### config.mk
export PLATFORM = sky130hd
export DESIGN_NAME = tcp_rx_ctrl_fsm
export DESIGN_NICKNAME = d
export VERILOG_FILES = /design/src/rtl/tcp_rx_ctrl_fsm.sv
export SDC_FILE = /design/constraint.sdc
export NUM_CORES = 1
export LEC_CHECK = 0
export CAP_MARGIN = 0
export CORE_ASPECT_RATIO = 1.1
export CORE_MARGIN = 3
export CORE_UTILIZATION = 30
export DETAILED_ROUTE_END_ITERATION = 8
export PLACE_DENSITY = 0.53
export REMOVE_ABC_BUFFERS = 1
export SYNTH_ARGS = -nofsm -noshare
export SYNTH_HDL_FRONTEND = slang
export SYNTH_SLANG_ARGS = --single-unit
export TNS_END_PERCENT = 30
### constraint.sdc
create_clock -name clk -period 3 [get_ports clk]
set_input_delay 0.45 -clock clk [delete_from_list [all_inputs] [get_ports clk]]
set_output_delay 0.45 -clock clk [all_outputs]
set_load 0.01 [all_outputs]
### src/rtl/tcp_rx_ctrl_fsm.sv
// Control FSM for the TCP receive datapath: one packet at a time through intake, flow lookup,
// state read, RX buffer malloc, calc/commit and write-back, with a separate SYN allocation path.
module tcp_rx_ctrl_fsm #(
    parameter int MALLOC_RETRY_MAX = 2,
    parameter int DROP_CNT_W       = 16
) (
    input  logic                  clk,
    input  logic                  rst,
    input  logic                  rx_hdr_val,
    output logic                  rx_hdr_rdy,
    input  logic                  rx_hdr_is_syn,
    input  logic                  rx_hdr_has_payload,
    input  logic                  read_flow_cam_hit,
    output logic                  flowid_mgr_req,
    input  logic                  flowid_mgr_avail,
    output logic                  state_rd_req_val,
    input  logic                  state_rd_req_rdy,
    input  logic                  state_rd_resp_val,
    output logic                  malloc_req_val,
    input  logic                  malloc_req_rdy,
    input  logic                  malloc_resp_val,
    input  logic                  malloc_resp_success,
    output logic                  state_wr_val,
    input  logic                  state_wr_rdy,
    output logic                  buf_store_wr_val,
    input  logic                  buf_store_wr_rdy,
    output logic                  sched_cmd_val,
    input  logic                  sched_cmd_rdy,
    output logic                  rx_dst_val,
    input  logic                  rx_dst_rdy,
    output logic                  new_flow_val,
    input  logic                  new_flow_rdy,
    output logic                  slow_path_enq_val,
    input  logic                  slow_path_enq_rdy,
    output logic                  app_new_flow_val,
    input  logic                  app_new_flow_rdy,
    output logic                  ctrl_datap_save_input,
    output logic                  ctrl_datap_save_flow_state,
    output logic                  ctrl_datap_save_malloc_resp,
    output logic                  ctrl_datap_save_calcs,
    output logic                  store_flowid_cam,
    output logic                  store_flowid_manager,
    input  logic                  datap_ctrl_payload_accepted,
    output logic [DROP_CNT_W-1:0] drop_cnt
);

    localparam int RETRY_W = (MALLOC_RETRY_MAX < 1) ? 1 : $clog2(MALLOC_RETRY_MAX + 1);

    typedef enum logic [3:0] {
        S_READY, S_LOOKUP, S_ALLOC, S_NEW_WB, S_RD_REQ,
        S_RD_RESP, S_MALLOC_REQ, S_MALLOC_RESP, S_CALC, S_WB
    } state_t;

    state_t                r_state;
    state_t                w_state_nxt;
    logic                  r_is_syn;
    logic                  r_has_payload;
    logic [RETRY_W-1:0]    r_retry;
    logic [DROP_CNT_W-1:0] r_drop_cnt;
    logic                  w_drop_inc;
    logic                  w_retry_inc;
    // Sticky per-channel done bits for the two multi-channel write-back states.
    logic                  r_nf_done, r_sp_done, r_app_done;
    logic                  r_sw_done, r_sc_done, r_bs_done, r_rd_done;

    always_comb begin
        // NOTE: every signal written here gets a default first, so no latch can be inferred.
        w_state_nxt                 = r_state;
        w_drop_inc                  = 1'b0;
        w_retry_inc                 = 1'b0;
        rx_hdr_rdy                  = 1'b0;
        flowid_mgr_req              = 1'b0;
        state_rd_req_val            = 1'b0;
        malloc_req_val              = 1'b0;
        state_wr_val                = 1'b0;
        buf_store_wr_val            = 1'b0;
        sched_cmd_val               = 1'b0;
        rx_dst_val                  = 1'b0;
        new_flow_val                = 1'b0;
        slow_path_enq_val           = 1'b0;
        app_new_flow_val            = 1'b0;
        ctrl_datap_save_input       = 1'b0;
        ctrl_datap_save_flow_state  = 1'b0;
        ctrl_datap_save_malloc_resp = 1'b0;
        ctrl_datap_save_calcs       = 1'b0;
        store_flowid_cam            = 1'b0;
        store_flowid_manager        = 1'b0;

        if (!rst) begin
            case (r_state)
                S_READY: begin
                    rx_hdr_rdy = 1'b1;
                    if (rx_hdr_val) begin
                        ctrl_datap_save_input = 1'b1;
                        w_state_nxt           = S_LOOKUP;
                    end
                end
                S_LOOKUP: begin
                    if (read_flow_cam_hit && !r_is_syn) begin
                        store_flowid_cam = 1'b1;
                        w_state_nxt      = S_RD_REQ;
                    end else if (!read_flow_cam_hit && r_is_syn) begin
                        w_state_nxt = S_ALLOC;
                    end else begin
                        w_drop_inc  = 1'b1;
                        w_state_nxt = S_READY;
                    end
                end
                S_ALLOC: begin
                    flowid_mgr_req = 1'b1;
                    if (flowid_mgr_avail) begin
                        store_flowid_manager = 1'b1;
                        w_state_nxt          = S_NEW_WB;
                    end else begin
                        w_drop_inc  = 1'b1;
                        w_state_nxt = S_READY;
                    end
                end
                S_NEW_WB: begin
                    new_flow_val      = !r_nf_done;
                    slow_path_enq_val = !r_sp_done;
                    app_new_flow_val  = !r_app_done;
                    if ((r_nf_done || new_flow_rdy) && (r_sp_done || slow_path_enq_rdy) &&
                        (r_app_done || app_new_flow_rdy))
                        w_state_nxt = S_READY;
                end
                S_RD_REQ: begin
                    state_rd_req_val = 1'b1;
                    if (state_rd_req_rdy) w_state_nxt = S_RD_RESP;
                end
                S_RD_RESP: begin
                    if (state_rd_resp_val) begin
                        ctrl_datap_save_flow_state = 1'b1;
                        w_state_nxt = r_has_payload ? S_MALLOC_REQ : S_CALC;
                    end
                end
                S_MALLOC_REQ: begin
                    malloc_req_val = 1'b1;
                    if (malloc_req_rdy) w_state_nxt = S_MALLOC_RESP;
                end
                S_MALLOC_RESP: begin
                    if (malloc_resp_val) begin
                        if (!malloc_resp_success && (r_retry < RETRY_W'(MALLOC_RETRY_MAX))) begin
                            w_retry_inc = 1'b1;
                            w_state_nxt = S_MALLOC_REQ;
                        end else begin
                            // Success, or failure with retries exhausted: the result is recorded either way.
                            ctrl_datap_save_malloc_resp = 1'b1;
                            w_state_nxt                 = S_CALC;
                        end
                    end
                end
                S_CALC: begin
                    ctrl_datap_save_calcs = 1'b1;
                    w_state_nxt           = S_WB;
                end
                S_WB: begin
                    state_wr_val     = !r_sw_done;
                    sched_cmd_val    = !r_sc_done;
                    buf_store_wr_val = datap_ctrl_payload_accepted && !r_bs_done;
                    rx_dst_val       = datap_ctrl_payload_accepted && !r_rd_done;
                    if ((r_sw_done || state_wr_rdy) && (r_sc_done || sched_cmd_rdy) &&
                        (!datap_ctrl_payload_accepted || r_bs_done || buf_store_wr_rdy) &&
                        (!datap_ctrl_payload_accepted || r_rd_done || rx_dst_rdy))
                        w_state_nxt = S_READY;
                end
                default: w_state_nxt = S_READY;
            endcase
        end
    end

    always_ff @(posedge clk) begin
        // NOTE: sequential state uses non-blocking assignments so every register sees pre-edge values.
        if (rst) begin
            r_state       <= S_READY;
            r_is_syn      <= 1'b0;
            r_has_payload <= 1'b0;
            r_retry       <= '0;
            r_drop_cnt    <= '0;
            r_nf_done     <= 1'b0;
            r_sp_done     <= 1'b0;
            r_app_done    <= 1'b0;
            r_sw_done     <= 1'b0;
            r_sc_done     <= 1'b0;
            r_bs_done     <= 1'b0;
            r_rd_done     <= 1'b0;
        end else begin
            r_state <= w_state_nxt;
            if (ctrl_datap_save_input) begin
                r_is_syn      <= rx_hdr_is_syn;
                r_has_payload <= rx_hdr_has_payload;
                r_retry       <= '0;
            end else if (w_retry_inc) begin
                r_retry <= r_retry + RETRY_W'(1);
            end
            if (w_drop_inc && (r_drop_cnt != {DROP_CNT_W{1'b1}}))
                r_drop_cnt <= r_drop_cnt + DROP_CNT_W'(1);
            if (r_state == S_READY) begin
                r_nf_done  <= 1'b0;
                r_sp_done  <= 1'b0;
                r_app_done <= 1'b0;
                r_sw_done  <= 1'b0;
                r_sc_done  <= 1'b0;
                r_bs_done  <= 1'b0;
                r_rd_done  <= 1'b0;
            end else begin
                if (new_flow_val && new_flow_rdy)           r_nf_done  <= 1'b1;
                if (slow_path_enq_val && slow_path_enq_rdy) r_sp_done  <= 1'b1;
                if (app_new_flow_val && app_new_flow_rdy)   r_app_done <= 1'b1;
                if (state_wr_val && state_wr_rdy)           r_sw_done  <= 1'b1;
                if (sched_cmd_val && sched_cmd_rdy)         r_sc_done  <= 1'b1;
                if (buf_store_wr_val && buf_store_wr_rdy)   r_bs_done  <= 1'b1;
                if (rx_dst_val && rx_dst_rdy)               r_rd_done  <= 1'b1;
            end
        end
    end

    assign drop_cnt = r_drop_cnt;

endmodule

### Yosys cells after proc, flatten, opt, wreduce, memory -nomap -nowiden

Cells that the tools add are included.

| storage, ports and cells | value |
|---|---|
| register bits | 31 |
| bits in latches | 0 |
| RAM bits | 0 |
| ROM bits | 0 |
| bits of input ports | 20 |
| output and inout bits | 33 |
| logic and storage cells | 136 |
| memories | 0 |

| operators by class | value |
|---|---|
| add/subtract/negate cells | 2 |
| $mul | 0 |
| divide/modulo/power cells | 0 |
| $lt $le $gt $ge | 1 |
| eq/ne operators | 17 |
| shift-type cells | 0 |
| multiplexer cells | 62 |
| bitwise operators | 0 |
| reductions and logical operators | 42 |

Operators by type and width:

| operator | number |
|---|---|
| $mux 1 | 48 |
| $pmux 4 s10 | 1 |
| $mux 4 | 9 |
| $logic_and 1x1->1 | 18 |
| $add 16x1->16 const B | 1 |
| $eq 4x3->1 const B | 4 |
| $ne 16x16->1 const B | 1 |
| $ne 2x2->1 const B | 7 |
| $logic_not 1->1 | 11 |
| $logic_or 1x1->1 | 9 |
| $eq 4x2->1 const B | 2 |
| $eq 4x4->1 const B | 2 |
| $reduce_and 7->1 | 1 |
| $eq 4x1->1 const B | 1 |
| $logic_not 4->1 | 1 |
| $mux 2 | 2 |
| $reduce_or 2->1 | 2 |
| $mux 3 | 1 |
| $add 2x1->2 const B | 1 |
| $lt 2x2->1 const B | 1 |
| $pmux 1 s2 | 1 |

### Depth between registers and ports, before layout

| logic depth | value |
|---|---|
| word-level depth | 7 |
| gate-level depth with buffers | 7 |
| gate-level depth less buffers | 7 |

### Least setup slack after synthesis

OpenSTA, ideal clock, no wires.

| timing | value |
|---|---|
| path type | input to output |
| start point | input port rst |
| end point | output port store_flowid_manager |
| arrival | 1519 ps |
| path slack | 1031 ps |
| stages | 4 |
| path buffers | 1 |
| cells stage by stage | clkbuf_1 -> or3_1 -> nor3_1 -> and2_1 |

| on the way | value |
|---|---|
| cells in the longest elaborated chain, start to end | 1 |

Ends and longest elaborated chain:

| item | line | RTL |
|---|---|---|
| start, declared | 8 | `input logic rst,` |
| $mux 1 | 89 | `if (!rst) begin` |
| end, declared | 42 | `output logic store_flowid_manager,` |

No other way between the ends.

### Worst setup path in the final report

| timing | value |
|---|---|
| start point | register r_state[2] |
| end point | output port ctrl_datap_save_input |

| on the way | value |
|---|---|
| cells in the longest elaborated chain, start to end | 3 |

Ends and longest elaborated chain:

| item | line | RTL |
|---|---|---|
| start, declared | 54 | `state_t r_state;` |
| start signal, assigned | 188 | `r_state <= w_state_nxt;` |
| $logic_not 4->1 | 90 | `case (r_state)` |
| $mux 1 | 90 |  |
| $mux 1 | 89 |  |
| end, declared | 37 | `output logic ctrl_datap_save_input,` |

No other way between the ends.

==> summary.txt <==
Drt pass-1 iters -> 4
Post-Syn Area -> 1860 µm²
Fill count -> 609
Synth unique cells -> 51
Overall routing resource usage -> 14.0%
Core area -> 5880 µm²
Max Transition Viols Final -> 0
Pre-CTS WS -> 0.465 ns
P_leak -> 0.866 nW
Cts bufs inserted -> 5
Die W -> 81.1 µm
Crit path max fanout -> 18
Min cycle time layout -> 2.68 ns
Critical path type -> reg2out
Setup crit start kind -> flop
H-tree levels -> 2
Sequential area share after synthesis -> 33.3%
Asr flop ratio synth -> 0%
Synth Register Bits -> 31
Fin crit share -> 89.5%
Largest net degree at the start of global routing -> 37
Routability cong. -> 0.810
Smallest hold slack -> 0.503 ns
Ports -> 53
Synth Instances -> 226
Die area -> 7190 µm²
Initial Util -> 31.7%
Syn Area/Cell -> 8.24 µm²
Util after Layout -> 43.9%
Clock transition at path regs -> 0.07 ns
Wire per inst -> 12.8 µm
Gr ovfl total -> 0
Final non-filler cell area -> 2580 µm²
Ys Warns -> 0
Initial drt markers -> 85
Clock skew -> 0.00825 ns
Fmax -> 373 MHz
Inserted Diodes -> 0
Yosys top cell by area -> dfxtp_1
Core Rows -> 29
Req. time, crit path -> 2.55 ns
Vias in the first global route -> 1721
Commonest non-fill, non-tap cells in the layout -> clkdlybuf4s50_1 (52), nor2_1 (44), dfxtp_1 (31)
# setup viols final -> 0
Setup TNS Final -> 0 ns
Top cell type's share of synthesized area -> 33.3%
WL final -> 4.59 mm
Final HPWL DP -> 3.29 mm
Post-synth EDFFs -> 0
Antenna-violating nets left -> 0
Post-placement cell area -> 2460 µm²
Commonest non-fill, non-tap cell in the layout -> clkdlybuf4s50_1
Post-CTS Setup Bufs -> 0
Final hold viol count -> 0
Synth Flop Type -> dfxtp_1
WP data arrival -> 2.23 ns
CTS max path bufs -> 2
Via-to-Cell Ratio -> 4.93
Worst skew pair latency -> 0.28 ns
Cts hold-fix bufs -> 0
Port bufs -> 52
Area Overhead vs Synth -> 38.4%
Final net count -> 303
Placed cell count -> 350
Least-Margin Pin Slew -> 0.594 ns
RSZ-0062 raised after global routing -> no
VDD IR max -> 0.197 mV
Layout cells sized above 1 -> 11.4%
Hold Crit Class -> reg2reg
DRC violations left -> 0
Final worst-path setup slack -> 0.316 ns
Post-Layout Cell Count -> 358
PnR Total Power -> 1.31 mW
Status -> completed
Max-Cap Viols -> 0
CTS tree -> built
Initial antenna violation count -> 0
Pwr/cell area -> 507 nW/µm²
Clock sink count -> 31
Via count -> 1764
Top cells by area, synth -> dfxtp_1 (33%), nor2_1 (8.9%), xnor2_1 (5.6%), a21oi_1 (4.3%), nor3_1 (3.5%)
Slew HR -> 60.4%
CTS root buffer -> clkbuf_8
First-pass GRT wire length -> 8.00 mm
Die Y -> 88.7 µm
Crit path capture type -> output pin
Cts repair resizes -> 0
[synth_stat cells, types with 3 or more instances]
master,number
a21oi_1,16
and4_1,3
clkbuf_1,7
dfxtp_1,31
ha_1,3
inv_1,7
mux2i_1,3
nand2_1,11
nand2b_1,5
nand3_1,11
nand4_1,3
nor2_1,44
nor3_1,13
nor4_1,3
o21ai_0,4
o22ai_1,3
xnor2_1,12
[state kept, by name, summed over array words and instances (netlist names)]
register / flops
drop_cnt: 16
r_app_done: 1
r_bs_done: 1
r_has_payload: 1
r_is_syn: 1
r_nf_done: 1
r_rd_done: 1
r_retry: 2
r_sc_done: 1
r_sp_done: 1
r_state: 4
r_sw_done: 1
[cells by family (layout without fill, tap and decap cells)]
logic type / after synthesis / in the layout / synth area share, %
flops: 31 / 31 / 33.3
xor+xnor: 12 / 12 / 5.64
fa+ha+maj: 3 / 3 / 2.01
simple gates: 120 / 120 / 37.5
compound gates: 40 / 40 / 15.5
buf+inv: 17 / 72 / 4.43
mux: 3 / 3 / 1.61
[final cells by class]
cell class,count,area [µm²],area share [%]
Clock inverter,2,35.0,1.36
Multi-Input combinational cell,178,1160,45.0
Sequential cell,31,621,24.1
Clock buffer,6,82.6,3.20
Tap cell,77,96.3,3.74
Timing Repair Buffer,57,558,21.6
Inverter,7,26.3,1.02
[path summary, 6_finish.rpt]
| kind | start | endpoint | slack (ns) | cells past startpoint |
|---|---|---|---|---|
| setup / recovery | r_state[2]$_SDFFE_PP0P_ | ctrl_datap_save_input | 0.32 | 3 |
| hold / removal | r_rd_done$_SDFFE_PP0P_ | r_rd_done$_SDFFE_PP0P_ | 0.50 | 2 |
| setup reg to reg | r_state[0]$_SDFFE_PP0P_ | drop_cnt[13]$_SDFFE_PP0P_ | 1.08 | 6 |
| hold reg to reg | r_rd_done$_SDFFE_PP0P_ | r_rd_done$_SDFFE_PP0P_ | 0.50 | 2 |
[report_power, final]
group          total, mW  switching [mW]  leakage [nW]  internal, mW
clock              0.430           0.161        0.0612         0.269
combinational      0.388           0.201         0.554         0.187
sequential         0.490          0.0542         0.250         0.436
total               1.31           0.417         0.866         0.892
[critical path: stages, from the launching register on]
cell,delay [ns]
dfxtp_1,0.50
or4_4,0.67
nor3_1,0.20
clkdlybuf4s50_1,0.58
[metal layers]
layer / part of all wire (%) / GRT usage (%) / up-vias
li1: - / - / 916
met1: 49 / 18.0 / 796
met2: 45 / 23.1 / 50
met3: 6.3 / 3.67 / 2
met4: 0.54 / 4.30 / 0
met5: 0 / 0 / -
(Power assumes the default switching activity.)
==> edit 1: new RTL, same flow settings <==
The 10 states of `state_t` get a one-hot encoding in 10 bits.
--- a/src/rtl/tcp_rx_ctrl_fsm.sv
+++ b/src/rtl/tcp_rx_ctrl_fsm.sv
@@ -46,9 +46,9 @@
 
     localparam int RETRY_W = (MALLOC_RETRY_MAX < 1) ? 1 : $clog2(MALLOC_RETRY_MAX + 1);
 
-    typedef enum logic [3:0] {
-        S_READY, S_LOOKUP, S_ALLOC, S_NEW_WB, S_RD_REQ,
-        S_RD_RESP, S_MALLOC_REQ, S_MALLOC_RESP, S_CALC, S_WB
+    typedef enum logic [9:0] {
+        S_READY = 10'b0000000001, S_LOOKUP = 10'b0000000010, S_ALLOC = 10'b0000000100, S_NEW_WB = 10'b0000001000, S_RD_REQ = 10'b0000010000,
+        S_RD_RESP = 10'b0000100000, S_MALLOC_REQ = 10'b0001000000, S_MALLOC_RESP = 10'b0010000000, S_CALC = 10'b0100000000, S_WB = 10'b1000000000
     } state_t;
 
     state_t                r_state;
Behaviour: no difference found for any inputs over 10 cycles, from zero or initial values and one cycle with rst high; not proved beyond that.
==> edit 1 against the unedited design <==
- cell area grew 7.3%
- via count grew 14%
- wire length grew 17%
- area after synthesis grew 7.7%
- sequential cell count grew 6
- critical path depth grew 2
- global-route usage grew 0.44 points
- synthesized cell count grew 8.8%
- setup slack lost 0.12 ns
- final cell count grew 8.4%
- fmax shrank 4.2%
Power is not compared: it rests on default switching activity, and its combinational part moved more than twofold at a synthesized area within 25%.
==> edit 1: results (changes against the unedited design) <==
| Metric | Value |
|---|---|
| Nets | 330 (+8.9%) |
| Total Routing Usage GR | 0.145 (+0.00441) |
| Most common library cells after synthesis | dfxtp_1 (37), nor2_1 (36), a21oi_1 (20) |
| Clk_lat worst skew | 0.30 ns (+0.02 ns) |
| Critical path arrival | 2.35 ns (+0.12 ns) |
| GP Congestion | 0.807 (-0.37%) |
| Result of the run | finished, final reports clean |
| Filler cells | 664 (+9.0%) |
| Top cells by area, synth | dfxtp_1 (37%), nor2_1 (6.7%), a21oi_1 (5.0%) |
| N_diodes | 0 (unchanged) |
| CTS Buf Count | 5 (unchanged) |
| Mux share of post-synthesis cell area | 0.0206 (+0.00447) |
| Routed wire length | 5.36 mm (+17%) |
| CP max stage cell | clkdlybuf4s50_1 |
| Placed cell area | 2670 sq um (+8.6%) |
| Pre-Repair DR Iteration Count | 4 (unchanged) |
| Vias in the first global route | 1854 (+7.7%) |
| Sequential share of the synthesized area | 0.369 (+0.0362) |
| Post-synthesis xor/xnor area fraction | 0.0393 (-0.0171) |
| Share of post-route cells with drive strength above 1 | 0.110 (-0.00349) |
| Crit-path max FO | 9 (-9) |
| Hold Crit Start | r_sp_done |
| Max clock buf depth | 2 (unchanged) |
| Post-synthesis compound-gate area fraction | 0.181 (+0.0258) |
| Via count | 2004 (+14%) |
| Reg2reg start | r_state[9] |
| FFs w/ async S/R, synth | 0 (unchanged) |
| HPWL after DPL | 4.04 mm (+23%) |
| Post-Synth Adder-Cell Area | 0.0187 (-0.00143) |
| Synth cell types | 53 (+3.9%) |
| Initial drt markers | 146 (+72%) |
| Clk_skew | 0.00926 ns (+0.00101 ns) |
| First-pass GRT wire length | 9.14 mm (+14%) |
| Largest net degree at the start of global routing | 31 (-16%) |
| Slowest stage delay, CP | 0.57 ns (-0.10 ns) |
| Least-Margin Pin Slew | 0.550 ns (-0.0443 ns) |
-- edit 1: cell count changes after synthesis, sizes merged, moves of 4 or more --
cell and change:
a21oi +4, buf +4, clkbuf -4, dfxtp +6
inv +4, nand2 +5, nand2b -5, nor2 -10
or3 +5, xnor2 -6
-- edit 1: routing by layer --
layer,wire length [um],GRT usage
met3,253,0.0341
met1,2560,0.191
met5,0,0
met4,67,0.0496
met2,2480,0.231
-- edit 1: path summary, 6_finish.rpt --
| path | endpoint | slack [ns] | depth (start not counted) |
|---|---|---|---|
| hold reg to reg | r_sp_done | 0.49 | 2 |
| setup / recovery | ctrl_datap_save_flow_state | 0.20 | 5 |
| setup reg to reg | r_state[0] | 0.70 | 8 |
| hold / removal | r_sp_done | 0.49 | 2 |
-- edit 1: timing repair --
item / 4_1_cts / 5_1_grt
setup endpoints to repair: 0 / 1
resized for setup: 0 / 2
hold endpoints to repair: 0 / 0
-- edit 1: cell families after synthesis --
| logic type | count (synthesis) |
|---|---|
| buffers and inverters | 21 |
| XOR/XNOR | 9 |
| adder cells (fa/ha/maj) | 3 |
| AO/OA/AOI/OAI | 53 |
| flip-flops | 37 |
| multiplexers | 4 |
| AND/OR/NAND/NOR | 119 |
-- edit 1: where the power goes --
group | leakage (uW) | internal (uW) | switching (uW) | total, uW
clock network | 0.0000450 | 161 | 182 | 343
registers | 0.000299 | 497 | 7.81 | 504
logic | 0.000642 | 70.2 | 69.3 | 140
-- edit 1: cell type report --
type                       instances  share of cell area
clock buffer                       6              0.0262
clock inverter                     2             0.00362
inverter                          11              0.0149
multi-input combinational        188               0.426
sequential                        37               0.268
tap                               80              0.0362
timing repair buffer              64               0.225
-- edit 1: worst max-delay path, delay by kind of cell, from the launching register on --
kind          cells  cell delay [ns]
flops             1             0.40
simple gates      4             1.09
buf+inv           1             0.57
-- edit 1: through the flow --
step	setup WS, ns	hold slack, ns	util	std cells
after floorplan	0.729	0.454	-	236
after global placement	0.381	0.470	0.421	380
after detailed placement	0.348	0.477	0.421	380
after CTS	0.107	0.497	0.435	388
after global routing	0.0215	0.519	0.436	388
final	0.199	0.493	0.436	388
==> edit 2: new RTL, config.mk and constraints unchanged <==
Without the edit above. Set the parameter `MALLOC_RETRY_MAX` to 4 (it was 2).
--- a/src/rtl/tcp_rx_ctrl_fsm.sv
+++ b/src/rtl/tcp_rx_ctrl_fsm.sv
@@ -1,7 +1,7 @@
 // Control FSM for the TCP receive datapath: one packet at a time through intake, flow lookup,
 // state read, RX buffer malloc, calc/commit and write-back, with a separate SYN allocation path.
 module tcp_rx_ctrl_fsm #(
-    parameter int MALLOC_RETRY_MAX = 2,
+    parameter int MALLOC_RETRY_MAX = 4,
     parameter int DROP_CNT_W       = 16
 ) (
     input  logic                  clk,
Formal check against the unedited RTL: not equivalent (Yosys sat finds a counterexample within 10 cycles, from zero or initial values and one cycle with rst high).
==> edit 2 against the unedited design <==
- total power shrank 11%
- sequential cell count grew 1
- wire length grew 0.70%
- count of clock-buffer cells in the layout grew 1
- die area grew 1.1%
- global-route usage shrank 0.48 points
- cell area shrank 0.73%
- area after synthesis grew 1.1%
- utilization shrank 0.59 points
- setup slack gained 0.0028 ns
- largest power group unchanged
- highest routed layer unchanged
==> edit 2: results (changes against the unedited design) <==
| Metric | Value |
|---|---|
| Result of the run | finished, final reports clean |
| CTS Buf Count | 5 (unchanged) |
| Routed wire length | 4.62 mm (+0.70%) |
| Initial drt markers | 85 (unchanged) |
| M2 GR Usage | 0.220 (-0.0108) |
| Total Neg Setup Slack | 0 ns (unchanged) |
| Antenna violations before repair | 0 (unchanged) |
| Met1 Use GR | 0.171 (-0.00825) |
| Clk_skew | 0.00394 ns (-0.00431 ns) |
| Clock transition at the registers of the reported paths | 0.07 ns (about the same) |
| Syn avg cell area | 8.60 sq um (+4.4%) |
| Largest net degree at the start of global routing | 19 (-49%) |
| Slew HR | 0.668 (+0.0649) |
| Critical path arrival | 2.23 ns (about the same) |
| Fin cells | 349 (-2.5%) |
| Max reg flops | 16 (unchanged) |
| Vias in the first global route | 1647 (-4.3%) |
| Most common library cells after synthesis | nor2_1 (37), dfxtp_1 (32), xnor2_1 (15) |
| VDD IR-drop max | 191 uV (-3.3%) |
| Met3 usage | 0.0363 (-0.000370) |
| # Post-CTS Setup Buffers | 0 (unchanged) |
| HPWL after DPL | 3.41 mm (+3.6%) |
| R2R Setup Slk | 1.02 ns (-0.06 ns) |
| Filler cells | 597 (-2.0%) |
| FFs w/ async S/R, synth | 0 (unchanged) |
| First-pass GRT wire length | 7.66 mm (-4.3%) |
| Share of post-route cells with drive strength above 1 | 0.110 (-0.00358) |
| Starting Density | 0.319 (+0.00165) |
| Synth cell types | 52 (+2.0%) |
| Synth warn | 0 (unchanged) |
| Nets | 295 (-2.6%) |
| Placed cell area | 2430 sq um (-1.1%) |
| GP Congestion | 0.749 (-7.5%) |
| Core Region | 5910 sq um (+0.62%) |
| Placed insts | 341 (-2.6%) |
| CTS resizes | 0 (unchanged) |
| Total Routing Usage GR | 0.135 (-0.00484) |
| NetSw | 308 uW (-26%) |
| Leakage power | 0.000870 uW (+0.49%) |
| Crit-path max FO | 13 (-5) |
| Top cells by area, synth | dfxtp_1 (34%), nor2_1 (7.4%), xnor2_1 (7.0%) |
| Sequential share of the synthesized area | 0.340 (+0.00686) |
| Via count | 1754 (-0.57%) |
| N_diodes | 0 (unchanged) |
[edit 2: changes by cell type after synthesis, sizes merged, moves of 3 or more]
cell / unedited run / this run
and3: 2 / 5
buf: 3 / 7
nand3: 11 / 5
nor2b: 2 / 5
inv: 7 / 3
nor2: 46 / 37
and2: 2 / 5
xnor2: 12 / 15
[edit 2: final cells by class]
class / instances / area [sq um] / share of cell area
multi-input cells: 172 / 1130 / 0.440
clock inverters: 1 / 30.0 / 0.0117
clock buffers: 7 / 96.3 / 0.0376
well taps: 77 / 96.3 / 0.0376
inverters: 3 / 11.3 / 0.00440
flip-flops and latches: 32 / 641 / 0.250
repair buffers: 57 / 558 / 0.218
[edit 2: per-layer routing]
metal | vias to the layer above | routed length [um]
met5 | - | 0
met4 | 0 | 32
met3 | 4 | 290
met2 | 41 | 2160
met1 | 824 | 2140
li1 | 885 | -
[edit 2: power by group through the flow]
stage	registers (uW)	clock network, uW	logic (uW)
floorplan	481	0	126
global placement	479	0	244
detailed placement	479	0	244
CTS	469	469	245
global route	472	485	269
finish	469	451	243
[edit 2: cell families (layout without fill, tap and decap cells)]
| kind of cell | after synthesis | count (layout) | share of synthesized area |
|---|---|---|---|
| muxes | 4 | 4 | 0.0212 |
| AOI/OAI and AO/OA | 36 | 36 | 0.137 |
| buffers and inverters | 15 | 68 | 0.0618 |
| and+or+nand+nor | 113 | 113 | 0.344 |
| DFF | 32 | 32 | 0.340 |
| xor gates and xnor gates | 15 | 15 | 0.0697 |
| adders and majority gates | 4 | 4 | 0.0266 |
[edit 2: path summary, 6_finish.rpt]
check / startpoint / endpoint / cells past startpoint
min: r_bs_done / r_bs_done / 2
min reg2reg: r_bs_done / r_bs_done / 2
max: r_state[2] / ctrl_datap_save_malloc_resp / 4
max reg2reg: r_state[0] / r_state[1] / 6
[edit 2: worst max-delay path, stage by stage (launching register included)]
cell             delay [ns]
dfxtp_1                0.63
nor3b_1                0.45
nand4_1                0.20
nor2_1                 0.13
clkdlybuf4s50_1        0.54
[edit 2: per-stage QoR]
step | power (uW) | hold slack, ns | setup slack, ns | utilization
finish | 1160 | 0.500 | 0.318 | 0.433
global route | 1230 | 0.528 | 0.182 | 0.433
CTS | 1180 | 0.503 | 0.300 | 0.433
detailed placement | 723 | 0.486 | 0.402 | 0.411
global placement | 724 | 0.480 | 0.453 | 0.411
floorplan | 607 | 0.459 | 1.17 | -
